`config.mk`:
```
export PLATFORM = sky130hd
export DESIGN_NAME = mem_port_arbiter_flat
export DESIGN_NICKNAME = d
export VERILOG_FILES = /design/src/rtl/mem_port_arbiter_pkg.sv /design/src/rtl/mem_port_arbiter_if.sv /design/src/rtl/mem_port_arbiter_arb_pick.sv /design/src/rtl/mem_port_arbiter.sv /design/src/flat_wrapper.sv
export SDC_FILE = /design/constraint.sdc
export NUM_CORES = 1
export LEC_CHECK = 0
export ABC_AREA = 1
export BUFFER_PORTS_ARGS = -buffer_cell sky130_fd_sc_hd__buf_2
export CORE_AREA = 2 2 113 115
export DETAILED_ROUTE_END_ITERATION = 12
export DIE_AREA = 0 0 115 117
export PLACE_DENSITY = 0.76
export SYNTH_ARGS = -nofsm -noshare
export SYNTH_HDL_FRONTEND = slang
export SYNTH_HIERARCHICAL = 1
export SYNTH_SLANG_ARGS = --single-unit
export TNS_END_PERCENT = 30
```
`constraint.sdc`:
```
create_clock -name clk -period 2.4 [get_ports clk]
set_input_delay 0.12 -clock clk [delete_from_list [all_inputs] [get_ports clk]]
set_output_delay 0.12 -clock clk [all_outputs]
set_load 0.005 [all_outputs]
```
`src/rtl/mem_port_arbiter_pkg.sv`:
```
// mips_mem_pkg: shared types for the pipe_MIPS32 memory-port arbiter.
//   AW_DEF/DW_DEF  default word-address and data widths
//   state_t        arbiter FSM states (IDLE, WAIT, ACK)
//   owner_t        which requester owns the transaction in flight
//   pick_t         one-hot winner produced by arb_pick
package mips_mem_pkg;

    localparam int AW_DEF = 10;
    localparam int DW_DEF = 32;

    typedef enum logic [1:0] {
        IDLE = 2'd0,
        WAIT = 2'd1,
        ACK  = 2'd2
    } state_t;

    typedef enum logic [1:0] {
        OWN_NONE = 2'd0,
        OWN_LD   = 2'd1,
        OWN_DS   = 2'd2,
        OWN_IF   = 2'd3
    } owner_t;

    // One-hot winner: loader, load/store unit, fetch unit.
    typedef struct packed {
        logic ld;
        logic ds;
        logic fe;
    } pick_t;

    function automatic owner_t pick_to_owner(input pick_t p);
        if (p.ld) return OWN_LD;
        if (p.ds) return OWN_DS;
        if (p.fe) return OWN_IF;
        return OWN_NONE;
    endfunction

endpackage

```
`src/rtl/mem_port_arbiter_if.sv`:
```
// mem_port_arbiter_if: requester handshakes (ld/ds/if) plus the memory bus.
//   slave  modport: the arbiter (takes requests, drives gnt/ack/rdata and mem_*)
//   master modport: the environment (requesters and the memory itself)
interface mem_port_arbiter_if
    import mips_mem_pkg::*;
#(
    parameter int AW = AW_DEF,
    parameter int DW = DW_DEF
);

    // program loader
    logic          ld_req;
    logic          ld_we;
    logic [AW-1:0] ld_addr;
    logic [DW-1:0] ld_wdata;
    logic          ld_gnt;
    logic          ld_ack;

    // MEM-stage load/store unit
    logic          ds_req;
    logic          ds_we;
    logic [AW-1:0] ds_addr;
    logic [DW-1:0] ds_wdata;
    logic          ds_gnt;
    logic          ds_ack;
    logic [DW-1:0] ds_rdata;

    // IF-stage fetch unit
    logic          if_req;
    logic [AW-1:0] if_addr;
    logic          if_gnt;
    logic          if_ack;
    logic [DW-1:0] if_rdata;

    // single-ported memory
    logic          mem_en;
    logic          mem_we;
    logic [AW-1:0] mem_addr;
    logic [DW-1:0] mem_wdata;
    logic [DW-1:0] mem_rdata;

    modport slave (
        input  ld_req, ld_we, ld_addr, ld_wdata,
        output ld_gnt, ld_ack,
        input  ds_req, ds_we, ds_addr, ds_wdata,
        output ds_gnt, ds_ack, ds_rdata,
        input  if_req, if_addr,
        output if_gnt, if_ack, if_rdata,
        output mem_en, mem_we, mem_addr, mem_wdata,
        input  mem_rdata
    );

    modport master (
        output ld_req, ld_we, ld_addr, ld_wdata,
        input  ld_gnt, ld_ack,
        output ds_req, ds_we, ds_addr, ds_wdata,
        input  ds_gnt, ds_ack, ds_rdata,
        output if_req, if_addr,
        input  if_gnt, if_ack, if_rdata,
        input  mem_en, mem_we, mem_addr, mem_wdata,
        output mem_rdata
    );

endinterface

```
`src/rtl/mem_port_arbiter_arb_pick.sv`:
```
// arb_pick: combinational fixed-priority picker, ld > ds > if.
// When the fetch unit has been starved it is promoted above ds (never above ld).
// A halted pipeline masks the fetch request entirely.
//   ld_req, ds_req, if_req  raw requests
//   halted                  pipeline HALTED flag
//   starved                 fetch has lost STARVE_MAX arbitrations in a row
//   win                     one-hot winner, all zero when nobody requests
module arb_pick
    import mips_mem_pkg::*;
(
    input  logic  ld_req,
    input  logic  ds_req,
    input  logic  if_req,
    input  logic  halted,
    input  logic  starved,
    output pick_t win
);

    logic fetch_ok;

    assign fetch_ok = if_req & ~halted;

    always_comb begin
        // NOTE: default every output first so no path leaves it unassigned (no latch).
        win = '0;
        if (ld_req) begin
            win.ld = 1'b1;
        end else if (fetch_ok && (starved || !ds_req)) begin
            win.fe = 1'b1;
        end else if (ds_req) begin
            win.ds = 1'b1;
        end
    end

endmodule

```
`src/rtl/mem_port_arbiter.sv`:
```
// mem_port_arbiter: shares the single-ported unified memory of pipe_MIPS32
// between the program loader, the MEM-stage load/store unit and the IF fetch.
// One transaction is outstanding at a time:
//   IDLE  arbitrate; the winner's gnt and mem_en are registered for the next cycle
//   WAIT  hold address/data while the memory latency elapses
//   ACK   memory data is valid; capture it and register the owner's ack
// The ack and captured rdata therefore appear in the cycle after ACK, i.e.
// MEM_LAT+1 cycles after the grant, while a new arbitration already runs.
// Ports:
//   clk, rst_n   clock, asynchronous active-low reset
//   bus          requester handshakes and memory bus (slave modport)
//   halted       pipeline HALTED flag; blocks fetch grants
//   busy         transaction in flight (WAIT or ACK)
//   hold_pipe    combinational stall request to the pipeline
module mem_port_arbiter
    import mips_mem_pkg::*;
#(
    parameter int AW         = AW_DEF,
    parameter int DW         = DW_DEF,
    parameter int MEM_LAT    = 1,
    parameter int STARVE_MAX = 4
) (
    input  logic              clk,
    input  logic              rst_n,
    mem_port_arbiter_if.slave bus,
    input  logic              halted,
    output logic              busy,
    output logic              hold_pipe
);

    localparam int LAT_W = (MEM_LAT > 1) ? $clog2(MEM_LAT) : 1;
    localparam int STV_W = $clog2(STARVE_MAX + 1);

    state_t           state;
    owner_t           owner;
    logic [LAT_W-1:0] lat_cnt;
    logic [STV_W-1:0] starve_cnt;
    logic             acc_we;      // write flag of the access in flight

    pick_t            win;
    logic             any_win;
    logic             fetch_ok;
    logic             starved;

    logic             sel_we;
    logic [AW-1:0]    sel_addr;
    logic [DW-1:0]    sel_wdata;

    assign fetch_ok = bus.if_req & ~halted;
    assign starved  = (starve_cnt == STV_W'(STARVE_MAX));
    assign any_win  = win.ld | win.ds | win.fe;

    arb_pick u_pick (
        .ld_req  (bus.ld_req),
        .ds_req  (bus.ds_req),
        .if_req  (bus.if_req),
        .halted  (halted),
        .starved (starved),
        .win     (win)
    );

    // Request fields of whichever requester wins this cycle.
    always_comb begin
        sel_we    = 1'b0;
        sel_addr  = '0;
        sel_wdata = '0;
        if (win.ld) begin
            sel_we    = bus.ld_we;
            sel_addr  = bus.ld_addr;
            sel_wdata = bus.ld_wdata;
        end else if (win.ds) begin
            sel_we    = bus.ds_we;
            sel_addr  = bus.ds_addr;
            sel_wdata = bus.ds_wdata;
        end else if (win.fe) begin
            sel_addr  = bus.if_addr;
        end
    end

    // NOTE: all sequential state uses non-blocking assignments so every register
    // samples the pre-edge values of the others.
    always_ff @(posedge clk or negedge rst_n) begin
        if (!rst_n) begin
            state         <= IDLE;
            owner         <= OWN_NONE;
            lat_cnt       <= '0;
            starve_cnt    <= '0;
            acc_we        <= 1'b0;
            bus.ld_gnt    <= 1'b0;
            bus.ld_ack    <= 1'b0;
            bus.ds_gnt    <= 1'b0;
            bus.ds_ack    <= 1'b0;
            bus.if_gnt    <= 1'b0;
            bus.if_ack    <= 1'b0;
            bus.mem_en    <= 1'b0;
            bus.mem_we    <= 1'b0;
            bus.mem_addr  <= '0;
            bus.mem_wdata <= '0;
            // NOTE: the rdata holding registers are plain flops, so they are reset
            // like everything else; a reset clears the last returned word.
            bus.ds_rdata  <= '0;
            bus.if_rdata  <= '0;
        end else begin
            // Handshake strobes are single-cycle pulses by default.
            bus.ld_gnt <= 1'b0;
            bus.ds_gnt <= 1'b0;
            bus.if_gnt <= 1'b0;
            bus.ld_ack <= 1'b0;
            bus.ds_ack <= 1'b0;
            bus.if_ack <= 1'b0;
            bus.mem_en <= 1'b0;
            bus.mem_we <= 1'b0;

            case (state)
                IDLE: begin
                    if (any_win) begin
                        bus.ld_gnt    <= win.ld;
                        bus.ds_gnt    <= win.ds;
                        bus.if_gnt    <= win.fe;
                        bus.mem_en    <= 1'b1;
                        bus.mem_we    <= sel_we;
                        bus.mem_addr  <= sel_addr;
                        bus.mem_wdata <= sel_wdata;
                        acc_we        <= sel_we;
                        owner         <= pick_to_owner(win);
                        lat_cnt       <= LAT_W'(MEM_LAT - 1);
                        state         <= WAIT;
                        // Fetch lost an arbitration it was eligible for: count it.
                        if (win.fe) begin
                            starve_cnt <= '0;
                        end else if (fetch_ok && !starved) begin
                            starve_cnt <= starve_cnt + STV_W'(1);
                        end
                    end
                end

                WAIT: begin
                    if (lat_cnt == '0) begin
                        state <= ACK;
                    end else begin
                        lat_cnt <= lat_cnt - LAT_W'(1);
                    end
                end

                ACK: begin
                    case (owner)
                        OWN_LD: bus.ld_ack <= 1'b1;
                        OWN_DS: begin
                            bus.ds_ack <= 1'b1;
                            if (!acc_we) begin
                                bus.ds_rdata <= bus.mem_rdata;
                            end
                        end
                        OWN_IF: begin
                            bus.if_ack   <= 1'b1;
                            bus.if_rdata <= bus.mem_rdata;
                        end
                        default: ;
                    endcase
                    owner <= OWN_NONE;
                    state <= IDLE;
                end

                default: state <= IDLE;
            endcase
        end
    end

    assign busy      = (state != IDLE);
    assign hold_pipe = bus.ds_req | fetch_ok |
                       (busy & ((owner == OWN_DS) | (owner == OWN_IF)));

endmodule

```
`src/flat_wrapper.sv`:
```
// flat-port wrapper written by rule: the top's interface ports become plain ports
module mem_port_arbiter_flat import mips_mem_pkg::*;
#(
    parameter int AW         = AW_DEF,
    parameter int DW         = DW_DEF,
    parameter int MEM_LAT    = 1,
    parameter int STARVE_MAX = 4
)
  (clk, rst_n, halted, busy, hold_pipe, bus_ld_req, bus_ld_we, bus_ld_addr, bus_ld_wdata, bus_ld_gnt, bus_ld_ack, bus_ds_req, bus_ds_we, bus_ds_addr, bus_ds_wdata, bus_ds_gnt, bus_ds_ack, bus_ds_rdata, bus_if_req, bus_if_addr, bus_if_gnt, bus_if_ack, bus_if_rdata, bus_mem_en, bus_mem_we, bus_mem_addr, bus_mem_wdata, bus_mem_rdata);
  mem_port_arbiter_if #(.AW(AW), .DW(DW)) bus_i ();
  input  logic clk;
  input  logic rst_n;
  input  logic halted;
  output logic busy;
  output logic hold_pipe;
  input wire logic [$bits(bus_i.ld_req)-1:0] bus_ld_req;
  input wire logic [$bits(bus_i.ld_we)-1:0] bus_ld_we;
  input wire logic [$bits(bus_i.ld_addr)-1:0] bus_ld_addr;
  input wire logic [$bits(bus_i.ld_wdata)-1:0] bus_ld_wdata;
  output wire logic [$bits(bus_i.ld_gnt)-1:0] bus_ld_gnt;
  output wire logic [$bits(bus_i.ld_ack)-1:0] bus_ld_ack;
  input wire logic [$bits(bus_i.ds_req)-1:0] bus_ds_req;
  input wire logic [$bits(bus_i.ds_we)-1:0] bus_ds_we;
  input wire logic [$bits(bus_i.ds_addr)-1:0] bus_ds_addr;
  input wire logic [$bits(bus_i.ds_wdata)-1:0] bus_ds_wdata;
  output wire logic [$bits(bus_i.ds_gnt)-1:0] bus_ds_gnt;
  output wire logic [$bits(bus_i.ds_ack)-1:0] bus_ds_ack;
  output wire logic [$bits(bus_i.ds_rdata)-1:0] bus_ds_rdata;
  input wire logic [$bits(bus_i.if_req)-1:0] bus_if_req;
  input wire logic [$bits(bus_i.if_addr)-1:0] bus_if_addr;
  output wire logic [$bits(bus_i.if_gnt)-1:0] bus_if_gnt;
  output wire logic [$bits(bus_i.if_ack)-1:0] bus_if_ack;
  output wire logic [$bits(bus_i.if_rdata)-1:0] bus_if_rdata;
  output wire logic [$bits(bus_i.mem_en)-1:0] bus_mem_en;
  output wire logic [$bits(bus_i.mem_we)-1:0] bus_mem_we;
  output wire logic [$bits(bus_i.mem_addr)-1:0] bus_mem_addr;
  output wire logic [$bits(bus_i.mem_wdata)-1:0] bus_mem_wdata;
  input wire logic [$bits(bus_i.mem_rdata)-1:0] bus_mem_rdata;
  assign bus_i.ld_req = bus_ld_req;
  assign bus_i.ld_we = bus_ld_we;
  assign bus_i.ld_addr = bus_ld_addr;
  assign bus_i.ld_wdata = bus_ld_wdata;
  assign bus_ld_gnt = bus_i.ld_gnt;
  assign bus_ld_ack = bus_i.ld_ack;
  assign bus_i.ds_req = bus_ds_req;
  assign bus_i.ds_we = bus_ds_we;
  assign bus_i.ds_addr = bus_ds_addr;
  assign bus_i.ds_wdata = bus_ds_wdata;
  assign bus_ds_gnt = bus_i.ds_gnt;
  assign bus_ds_ack = bus_i.ds_ack;
  assign bus_ds_rdata = bus_i.ds_rdata;
  assign bus_i.if_req = bus_if_req;
  assign bus_i.if_addr = bus_if_addr;
  assign bus_if_gnt = bus_i.if_gnt;
  assign bus_if_ack = bus_i.if_ack;
  assign bus_if_rdata = bus_i.if_rdata;
  assign bus_mem_en = bus_i.mem_en;
  assign bus_mem_we = bus_i.mem_we;
  assign bus_mem_addr = bus_i.mem_addr;
  assign bus_mem_wdata = bus_i.mem_wdata;
  assign bus_i.mem_rdata = bus_mem_rdata;
  mem_port_arbiter #(.AW(AW), .DW(DW), .MEM_LAT(MEM_LAT), .STARVE_MAX(STARVE_MAX)) u_core (.clk(clk), .rst_n(rst_n), .bus(bus_i), .halted(halted), .busy(busy), .hold_pipe(hold_pipe));
endmodule
```
-- Word level (Yosys, flattened, before mapping)
Cells that the tools add are included.
- output and inout bits: 116
- flip-flop bits (word level): 123
- logic and storage cells: 109
- reductions and logical operators: 17
- multiplexer cells: 56
- equal/unequal tests: 8
- add/sub/neg operators: 2
- bitwise logic cells: 9
- operators with widths (operator ; count):
    $mux W32 ; 2
    $mux W1 ; 36
    $mux W10 ; 3
    $mux W2 ; 10
    $reduce_and A2 Y1 ; 5
    $pmux W2 S2 ; 2
    $reduce_bool A2 Y1 ; 4
    $eq A2 B2 Y1 const B ; 3
    $mux W3 ; 2
    $reduce_and A3 Y1 ; 2
    $or A1 B1 Y1 ; 5
    $eq A2 B1 Y1 const B ; 2
    $add A3 B1 Y3 const B ; 1
    $eq A3 B3 Y1 const B ; 1
    $and A1 B1 Y1 ; 2
    $logic_and A1 B1 Y1 ; 2
    $logic_not A1 Y1 ; 2
    $logic_not A2 Y1 ; 1
    $ne A2 B1 Y1 const B ; 1
    $ne A2 B2 Y1 const B ; 1
    $not A1 Y1 ; 2
    $pmux W1 S2 ; 1
    $logic_or A1 B1 Y1 ; 1
    $sub A1 B1 Y1 const B ; 1

-- Logic depth before layout (Yosys ltp)
Gate-level depths: netlist of the first run.
- word-level depth: 21
- mapped depth: 15

-- Hierarchy
The synthesis of the first run kept the hierarchy.
- by module, submodules not included (module ; times used ; area an instance (µm²) ; sequential area each (µm²) ; cells an instance):
    mem_port_arbiter ; 1 ; 5365.1 ; 3052.9 ; 604
    arb_pick ; 1 ; 45.0 ; 0.0 ; 10

-- Worst setup path after synthesis of the first run
OpenSTA, ideal clock, no wires.
- path kind: register to register
- start point: register u_core.starve_cnt[0]
- end point: register u_core.bus.mem_wdata[17]
- cell stages (with the launch flop): 15
- buffers on the path: 2
- data required time: 2272 ps
- slack: 603 ps
- data arrival time: 1669 ps
- path through: dfrtp_1 inv_1 ha_1 nand2_1 inv_1 inv_1 nand2_1 a21oi_1 nor2_4 nand2_2 nand2_4 buf_6 buf_6 nand2_1 o21ai_0
- RTL lines (what ; RTL line ; text):
    start: declaration ; mem_port_arbiter.sv:37 ; logic [STV_W-1:0] starve_cnt;
    start signal: assignment ; mem_port_arbiter.sv:132 ; starve_cnt <= starve_cnt + STV_W'(1);
    end signal: assignment ; mem_port_arbiter.sv:123 ; bus.mem_wdata <= sel_wdata;
    end: declaration ; mem_port_arbiter_if.sv:49 ; output mem_en, mem_we, mem_addr, mem_wdata,

==> results.cfg, run 1 <==
[detailed_routing]
wl_per_cell_um = 13.1
dr.pass1.iters = 4
antenna_left = 0
viasPerCell = 4.64
num_vias = 4911
drc = 0
routed_wl_mm = 13.9
drtIter0Drc = 303

[timing]
setup_viol = 0
clock.fmax_ghz = 0.480
setup-tns-final_ns = 0
maxSlewViolCount = 0
timing.slew.headroom_pct = 56.7
final_hold_viol_count = 0
worstMarginPinSlew_ns = 0.649
period_minus_slack_ns = 2.09
rsz0062_at_grt = false
fin_skew_ns = 0.0120
period_share_pct = 86.9

[power]
powerDensity_nw_per_um2 = 1150
max-vdd-ir-drop_uv = 467
leakage_nw = 4.28
report.power.total_mw = 8.89

[floorplanning]
ioPinCount = 250
start_util_pct = 43.9
fp.dieW_um = 115
dieHeight_um = 117
coreArea_sq_um = 12300
die_area_sq_um = 13500
rows = 41

[synth]
synth_top_area_share_pct = 56.4
synth_warnings = 6
syn_area_sq_um = 5410
syn_area_per_cell_sq_um = 8.81
synthCells = 614
ys_ff_latch = 122
synth_cell_types = 27
syn-num-nets = 750
yosys-top-cells-area = dfrtp_1, nand2_1, o21ai_1
synth.largest_area_cell = dfrtp_1
yosysSeqAreaShare_pct = 56.4

[final_layout]
n_fill_cell = 1049
antenna_cells = 0
layout_common_cells = buf_2, nand2_1, dfrtp_1
area_growth_pct = 43.5
final_common_cell = buf_2
drive_gt1_share_pct = 34.3
final_cells = 1059
final_nets = 1032

[critical_path]
reg2reg_slack_ns = 0.31
worstSetupStartpointType = register
cp.required_ns = 2.72
path_class = reg2reg
max_stage_delay_ns = 0.40
end_kind = register
r2r-start = u_core/starve_cnt[0]$_DFFE_PN0P_
r2r-end = u_core/bus.mem_wdata[14]$_DFFE_PN0P_
crit_fanout = 19
ff2ff_path_depth = 13
worstPathCellList = inv_1 > ha_1 > nand2_1 > inv_1 > inv_1 > nand2_1 > nand2_1 > nor2_1 > nor2_4 > nand2_2 > nand2_4 > buf_4 > o21ai_0
cp_data_arrival_time_ns = 2.41
cpMaxStageDelayCell = dfrtp_1

[place]
finalWeightedCongestion = 0.767
dp_hpwl_mm = 9.67
dp.cells = 990
portBuffers = 249

[clock_tree]
path_clk_slew_ns = 0.06
cts_max_path_buffers = 2
root_buffer = clkbuf_16
post_cts_buffers = 0
hold_buffers = 37
cts_resized = 0
insertion_delay_ns = 0.41
numClockSinks = 122
cts_made_buffers = 17
htreeDepth = 4
cts_tree = done

[global_route]
antenna_found_initial = 0
grt_max_degree = 65
track_usage_pct = 20.7
grt_pass1_vias = 4628
overflow = 0
grt_pass1_wl_mm = 21.9

[run_status]
outcome = finished, final reports clean

[hold_path]
hp-class = in2reg
min-delay-start = bus_ds_wdata[3]
min_path_cells = 3
min_to = u_core/bus.mem_wdata[3]$_DFFE_PN0P_

[run]
cap_violations = 0
[metal layers]
layer	GRT usage [%]	share of wire, %
met1	25.2	42
met2	34.6	49
met3	6.33	7.6
met4	8.27	2.1
met5	0	0
[worst max path at each step]
stage	slack, ns	endpoint	depth (start not counted)	startpoint
floorplan	0.60	u_core/bus.mem_wdata[17]$_DFFE_PN0P_	14	u_core/starve_cnt[0]$_DFFE_PN0P_
global placement	0.39	u_core/starve_cnt[0]$_DFFE_PN0P_	13	u_core/starve_cnt[0]$_DFFE_PN0P_
detailed placement	0.34	u_core/bus.mem_wdata[14]$_DFFE_PN0P_	13	u_core/starve_cnt[0]$_DFFE_PN0P_
CTS	0.32	u_core/bus.mem_wdata[13]$_DFFE_PN0P_	13	u_core/starve_cnt[0]$_DFFE_PN0P_
global route	0.08	u_core/starve_cnt[0]$_DFFE_PN0P_	13	u_core/starve_cnt[0]$_DFFE_PN0P_
finish	0.31	u_core/bus.mem_wdata[14]$_DFFE_PN0P_	13	u_core/starve_cnt[0]$_DFFE_PN0P_
[area by class of cell]
| type | instances | area [sq um] | area share [%] |
|---|---|---|---|
| clock buffer | 19 | 443 | 5.71 |
| clock inverter | 13 | 216 | 2.79 |
| inverter | 62 | 235 | 3.03 |
| multi-input combinational | 396 | 1880 | 24.2 |
| sequential | 122 | 3050 | 39.3 |
| tap | 150 | 188 | 2.42 |
| timing repair buffer | 297 | 1750 | 22.6 |
[where the power goes]
group / total, mW / internal, mW / switching, mW
Combinational: 2.67 / 1.24 / 1.44
Clock: 2.81 / 1.88 / 0.932
Sequential: 3.41 / 2.93 / 0.475
[worst max-delay path: cells and delay by family (launching register included)]
family	cells	cell delay, ns
fa+ha+maj	1	0.13
simple gates	7	0.86
compound gates	1	0.19
flops	1	0.40
buf+inv	4	0.41
[registers in the layout, indices dropped and copies added (netlist names)]
| signal | count |
|---|---|
| u_core/bus.mem_wdata | 32 |
| u_core/bus.ld_gnt | 1 |
| u_core/bus.ds_ack | 1 |
| u_core/bus.if_gnt | 1 |
| u_core/bus.mem_we | 1 |
| u_core/bus.ld_ack | 1 |
| u_core/bus.mem_en | 1 |
| u_core/bus.if_rdata | 32 |
| u_core/starve_cnt | 3 |
| u_core/bus.ds_rdata | 32 |
| u_core/owner | 2 |
| u_core/bus.ds_gnt | 1 |
| u_core/bus.if_ack | 1 |
| u_core/acc_we | 1 |
| u_core/state | 2 |
| u_core/bus.mem_addr | 10 |
[cells by family (layout without fill, tap and decap cells)]
group | after synthesis | count (layout) | share of synthesized area, %
adder cells (fa/ha/maj) | 2 | 2 | 0.462
flip-flops | 122 | 122 | 56.4
AO/OA/AOI/OAI | 135 | 135 | 14.5
AND/OR/NAND/NOR | 259 | 259 | 19.6
buffers and inverters | 96 | 391 | 9.00
[stage by stage]
stage          utilization [%]  cell area [sq um]  hold slack [ns]  setup slack [ns]
2_1_floorplan                -               5410           -0.176             0.603
3_3_place_gp              54.7               6730            0.120             0.388
3_5_place_dp              54.7               6730            0.129             0.339
4_1_cts                   63.0               7760          0.00128             0.317
5_1_grt                   63.0               7760           0.0185            0.0767
6_report                  63.0               7760           0.0117             0.315
[cells in the mapped netlist]
cell and instances:
inv_2 3, nand2_2 2, o21ai_2 5, inv_1 58, nand2_1 212, nor2_2 1
nand2_4 1, buf_2 10, nor2_4 3, nor2_1 20, o21ai_1 63, nor3_1 1
o21ai_0 31, nor3_2 1, dfrtp_1 122, ha_1 2, nand2_8 1, a21oi_4 1
inv_4 1, clkbuf_2 2, nand3_2 1, nand3_1 16, buf_6 9, a21oi_1 3
buf_4 11, a21boi_0 32, clkbuf_1 2
Note: power is estimated with default switching activity, not from simulation.
==> inputs of run 2 (changes only) <==
ABC_AREA = unset   (was 1)
CORE_AREA = 2 2 109 111   (was 2 2 113 115)
DIE_AREA = 0 0 111 113   (was 0 0 115 117)
PLACE_DENSITY = 0.78   (was 0.76)
==> run 2 against run 1 <==
First-iteration DRC count grew 13%. Sequential power is 5.9% higher. Register-to-register slack got worse by 0.19 ns. Flip-flop and latch count unchanged. Synthesized area shrank 7.4%. Global-route usage rose by 4.8 points. Critical path depth fell by 3. Critical path type unchanged. Largest power group unchanged.
==> results.cfg, run 2 <==
[run_status]
outcome = finished, final reports clean

[floorplanning]
ioPinCount = 250
rows = 39
coreArea_sq_um = 11300
start_util_pct = 44.4
dieHeight_um = 113
fp.dieW_um = 111
die_area_sq_um = 12500

[clock_tree]
htreeDepth = 4
root_buffer = clkbuf_16
path_clk_slew_ns = 0.06
cts_tree = done
insertion_delay_ns = 0.40
numClockSinks = 122
cts_max_path_buffers = 2
cts_made_buffers = 17

[place]
dp_hpwl_mm = 9.85
placed_area_sq_um = 6400
finalWeightedCongestion = 0.845
portBuffers = 249
dp.cells = 781

[synth]
yosysSeqAreaShare_pct = 61.0
synthCells = 404
ys_ff_latch = 122
synth.largest_area_cell = dfrtp_1
synth_ff_type = dfrtp_1
synth_edf_count = 0
async_flop_share_pct = 100
synth_warnings = 6
syn-num-nets = 540
syn_area_per_cell_sq_um = 12.4
syn_area_sq_um = 5010
synth_cell_types = 36
synth_top_area_share_pct = 61.0
yosys-top-cells-area = dfrtp_1, mux2_2, a221oi_1
yosysMostFrequentCell = dfrtp_1
synth_common_cells = dfrtp_1, nor2_1, mux2_2

[timing]
rsz0062_at_grt = true
worstMarginPinSlew_ns = 0.875
timing.slew.headroom_pct = 41.6
setup_viol = 0
period_share_pct = 94.8
final_hold_viol_count = 0
maxSlewViolCount = 0
hold_slack_ns = 0.0158
setup-tns-final_ns = 0
clock.fmax_ghz = 0.440
period_minus_slack_ns = 2.27
fin_skew_ns = 0.0111

[detailed_routing]
wl_per_cell_um = 17.5
routed_wl_mm = 15.8
drtIter0Drc = 343
viasPerCell = 5.22
num_vias = 4719
drc = 0
antenna_left = 0
dr.pass1.iters = 4

[global_route]
antenna_found_initial = 0
overflow = 0
grt_pass1_vias = 5090
grt_pass1_wl_mm = 25.5
grt_max_degree = 46
track_usage_pct = 25.5

[critical_path]
cp.required_ns = 2.68
reg2reg_slack_ns = 0.13
crit_fanout = 34
path_class = reg2reg
cp_data_arrival_time_ns = 2.56
end_kind = register
worstSetupStartpointType = register

[final_layout]
final_cells = 904
antenna_cells = 0
drive_gt1_share_pct = 47.8
final_nets = 884
top_regs = u_core/bus.ds_rdata (32), u_core/bus.if_rdata (32), u_core/bus.mem_wdata (32)
area_growth_pct = 58.9
post-route-util_pct = 70.6
n_fill_cell = 776
layout_common_cells = buf_2, dfrtp_1, dlygate4sd3_1
design_area_sq_um = 7960
final_common_cell = buf_2

[power]
leakage_nw = 4.01
max-vdd-ir-drop_uv = 642
powerDensity_nw_per_um2 = 1190

[hold_path]
hp-class = in2reg

[run]
cap_violations = 0
==> run 2: cell count changes in the layout (fill, tap and decap cells not counted), sizes merged, moves of 50 or more <==
cell | previous run | this run
o21ai | 99 | 20
inv | 64 | 14
mux2 | 0 | 65
nand2 | 216 | 14
dlygate4sd3 | 37 | 91
nor2 | 24 | 74
==> run 2: where the power goes <==
| group | leakage, nW | internal, mW | switching [mW] |
|---|---|---|---|
| Combinational | 2.22 | 1.63 | 1.50 |
| Clock | 0.304 | 1.78 | 0.917 |
| Sequential | 1.49 | 3.03 | 0.574 |
==> run 2: critical path, cell delays in order (launching register included) <==
cell	delay, ns
dfrtp_1	0.38
inv_1	0.06
ha_1	0.20
nand2_1	0.10
inv_1	0.08
o2111a_1	0.25
nor3_1	0.17
nand2b_2	0.17
buf_4	0.37
nor3_1	0.12
mux2_2	0.27
==> run 2: layer usage <==
metal	share of wire [%]	GRT usage [%]	vias up	wire, um
met5	0	0	-	0
met4	2.7	10.1	0	422
met3	8.0	7.55	36	1260
met2	51	45.2	237	8020
met1	39	29.2	2311	6130
li1	-	-	2135	-
==> run 2: final timing paths <==
path | cells after the start | startpoint | end
worst min register to register | 2 | u_core/bus.mem_addr[1]$_DFFE_PN0P_ | u_core/bus.mem_addr[1]$_DFFE_PN0P_
worst max-delay path | 10 | u_core/starve_cnt[0]$_DFFE_PN0P_ | u_core/starve_cnt[0]$_DFFE_PN0P_
max in group asynchronous | 3 | rst_n | u_core/bus.ds_rdata[15]$_DFFE_PN0P_
worst max register to register | 10 | u_core/starve_cnt[0]$_DFFE_PN0P_ | u_core/starve_cnt[0]$_DFFE_PN0P_
worst min-delay path | 3 | bus_ds_wdata[26] | u_core/bus.mem_wdata[26]$_DFFE_PN0P_
min in group asynchronous | 2 | rst_n | u_core/bus.ds_rdata[16]$_DFFE_PN0P_
==> run 2: layout make-up <==
class	count	area, sq um	area share (%)
tap	143	179	2.25
multi-input combinational	242	1770	22.2
clock buffer	19	443	5.57
inverter	12	45.0	0.566
sequential	122	3050	38.4
clock inverter	13	193	2.42
timing repair buffer	353	2270	28.6
==> run 2: cells by family (layout without fill, tap and decap cells) <==
| logic type | Yosys count | after routing | share of synthesized area [%] |
|---|---|---|---|
| AOI/OAI and AO/OA | 74 | 74 | 11.4 |
| adders and majority gates | 2 | 2 | 0.500 |
| buffers and inverters | 40 | 397 | 3.85 |
| DFF | 122 | 122 | 61.0 |
| muxes | 65 | 65 | 14.6 |
| and+or+nand+nor | 101 | 101 | 8.62 |
==> run 2: repair_timing <==
item,CTS,global route
buffers inserted,0,0
hold buffers,90,1
gates resized for setup,0,2
endpoints found under the hold margin,133,1
setup endpoints to repair,0,34
==> run 2: stage by stage <==
step | power (mW) | worst slack (ns)
floorplan | 5.06 | 0.349
global placement | 6.41 | 0.264
detailed placement | 6.58 | 0.123
CTS | 9.41 | 0.122
global route | 10.0 | -0.0197
finish | 9.43 | 0.125
==> inputs of run 3 (changes only) <==
REMOVE_ABC_BUFFERS = 1   (was unset)
==> run 3 against run 2 <==
Non-clock buffer count is 4 higher. Die area stayed put. First-iteration DRC count is 42% higher. Critical endpoint is now u_core/bus.mem_wdata[26]$_DFFE_PN0P_. Worst hold slack better by 0.0078 ns.
==> results.cfg, run 3 (synthesis gave the netlist of run 2 again) <==
[clock_tree]
cts_made_buffers = 17
cts_tree = done
post_cts_buffers = 0
cts_max_path_buffers = 2
numClockSinks = 122
htreeDepth = 4
root_buffer = clkbuf_16
path_clk_slew_ns = 0.06
insertion_delay_ns = 0.40

[place]
finalWeightedCongestion = 0.796
dp_hpwl_mm = 9.37
dp_slack_ns = 0.195
dp.cells = 777
portBuffers = 249

[detailed_routing]
viasPerCell = 5.20
antenna_left = 0
num_vias = 4724
drtIter0Drc = 486
dr.pass1.iters = 6
routed_wl_mm = 15.8
drc = 0
wl_per_cell_um = 17.4

[final_layout]
antenna_cells = 0
drive_gt1_share_pct = 46.8
post-route-util_pct = 70.8
final_nets = 888
final_common_cell = buf_2
final_cells = 908
top_regs = u_core/bus.ds_rdata (32), u_core/bus.if_rdata (32), u_core/bus.mem_wdata (32)
area_growth_pct = 59.3
layout_common_cells = buf_2, dfrtp_1, dlygate4sd3_1
n_fill_cell = 692

[power]
p_sw_share_pct = 32.3
combPwrFrac_pct = 34.7
powerDensity_nw_per_um2 = 1160
internal_power_mw = 6.25
max-vdd-ir-drop_uv = 651
report.power.total_mw = 9.24
clockPowerShare_pct = 26.2
seqPwrFrac_pct = 39.1
power_switching_mw = 2.99
leakage_nw = 4.01

[critical_path]
path_buf_inv = 4
cp_data_arrival_time_ns = 2.52
critPathTopFamily = buffers and inverters
cp.required_ns = 2.71
end_kind = register
cpMaxStageDelayCell = dfrtp_1
path_class = reg2reg
crit_fanout = 32
worstSetupStartpointType = register
cp_common_cell = inv_1
worstPathCellList = inv_1 > ha_1 > nand2_1 > inv_1 > a311oi_2 > buf_4 > nor2b_2 > buf_12 > a221oi_1 > nor2_1
max_stage_delay_ns = 0.37

[floorplanning]
die_area_sq_um = 12500
start_util_pct = 44.4
coreArea_sq_um = 11300
dieHeight_um = 113
ioPinCount = 250
fp.dieW_um = 111
rows = 39

[timing]
worstMarginPinSlew_ns = 0.453
fin_skew_ns = 0.0112
period_share_pct = 92.0
setup_viol = 0
period_minus_slack_ns = 2.21
layout_setup_ws_ns = 0.192
rsz0062_at_grt = false
timing.slew.headroom_pct = 69.8
maxSlewViolCount = 0
final_hold_viol_count = 0
hold_slack_ns = 0.0236
clock.fmax_ghz = 0.453

[global_route]
track_usage_pct = 25.1
grt_pass1_vias = 4948
antenna_found_initial = 0
grt_pass1_wl_mm = 25.0
grt_max_degree = 77
overflow = 0

[hold_path]
hp-class = in2reg

[run_status]
outcome = finished, final reports clean

[run]
cap_violations = 0
[run 3: changes by cell type in the layout (fill, tap and decap cells not counted), moves of 2 or more]
cell	change
dlygate4sd3_1	+8
buf_4	-6
buf_12	+3
bufinv_16	-2
clkinv_2	+2
clkbuf_1	+3
[run 3: stage by stage]
stage / TNS, ns / cell area [sq um]
after floorplan: -31.61 / 4860
after global placement: 0 / 6410
after detailed placement: 0 / 6410
after CTS: 0 / 7970
after global routing: 0 / 7980
final: 0 / 7980
[run 3: repair_timing]
action                                  4_1_cts  5_1_grt
hold endpoints to repair                    223        0
gates resized for setup                       0        2
endpoints found under the setup margin        0        6
hold buffers                                 99        0
[run 3: worst register-to-register path: cells and delay by family, from the launching register on]
family,cells,cell delay (ns)
DFF,1,0.37
AOI/OAI and AO/OA,2,0.40
buffers and inverters,4,0.61
adders and majority gates,1,0.20
and+or+nand+nor,3,0.54
[run 3: routing by layer]
layer	wire (um)	part of all wire, %	track usage (%)
met3	1290	8.2	5.84
met5	0	0	0
met1	6290	40	30.4
met4	359	2.3	10.8
met2	7850	50	43.5
[run 3: final timing paths]
check,slack (ns),depth (start not counted),startpoint,to
worst min register to register,0.48,2,u_core/bus.mem_addr[6]$_DFFE_PN0P_,u_core/bus.mem_addr[6]$_DFFE_PN0P_
worst min-delay path,0.02,3,bus_if_addr[4],u_core/bus.mem_addr[4]$_DFFE_PN0P_
worst max register to register,0.19,10,u_core/starve_cnt[0]$_DFFE_PN0P_,u_core/bus.mem_wdata[26]$_DFFE_PN0P_
max in group asynchronous,1.61,3,rst_n,u_core/bus.ds_rdata[24]$_DFFE_PN0P_
min in group asynchronous,0.11,2,rst_n,u_core/bus.mem_addr[4]$_DFFE_PN0P_
worst max-delay path,0.19,10,u_core/starve_cnt[0]$_DFFE_PN0P_,u_core/bus.mem_wdata[26]$_DFFE_PN0P_
[run 3: cell type report]
cell class | instances | area, sq um | area share [%]
tap | 143 | 179 | 2.24
inverter | 12 | 45.0 | 0.565
timing repair buffer | 357 | 2360 | 29.6
multi-input combinational | 242 | 1770 | 22.2
clock buffer | 22 | 454 | 5.69
sequential | 122 | 3050 | 38.3
clock inverter | 10 | 118 | 1.47
[run 3: power by group through the flow]
stage	registers, mW	clock network (mW)	logic, mW
final	3.61	2.42	3.20
after global routing	3.72	2.58	3.48
after CTS	3.57	2.48	3.13
after detailed placement	3.59	0	3.01
after global placement	3.53	0	2.89
after floorplan	3.63	0	1.35
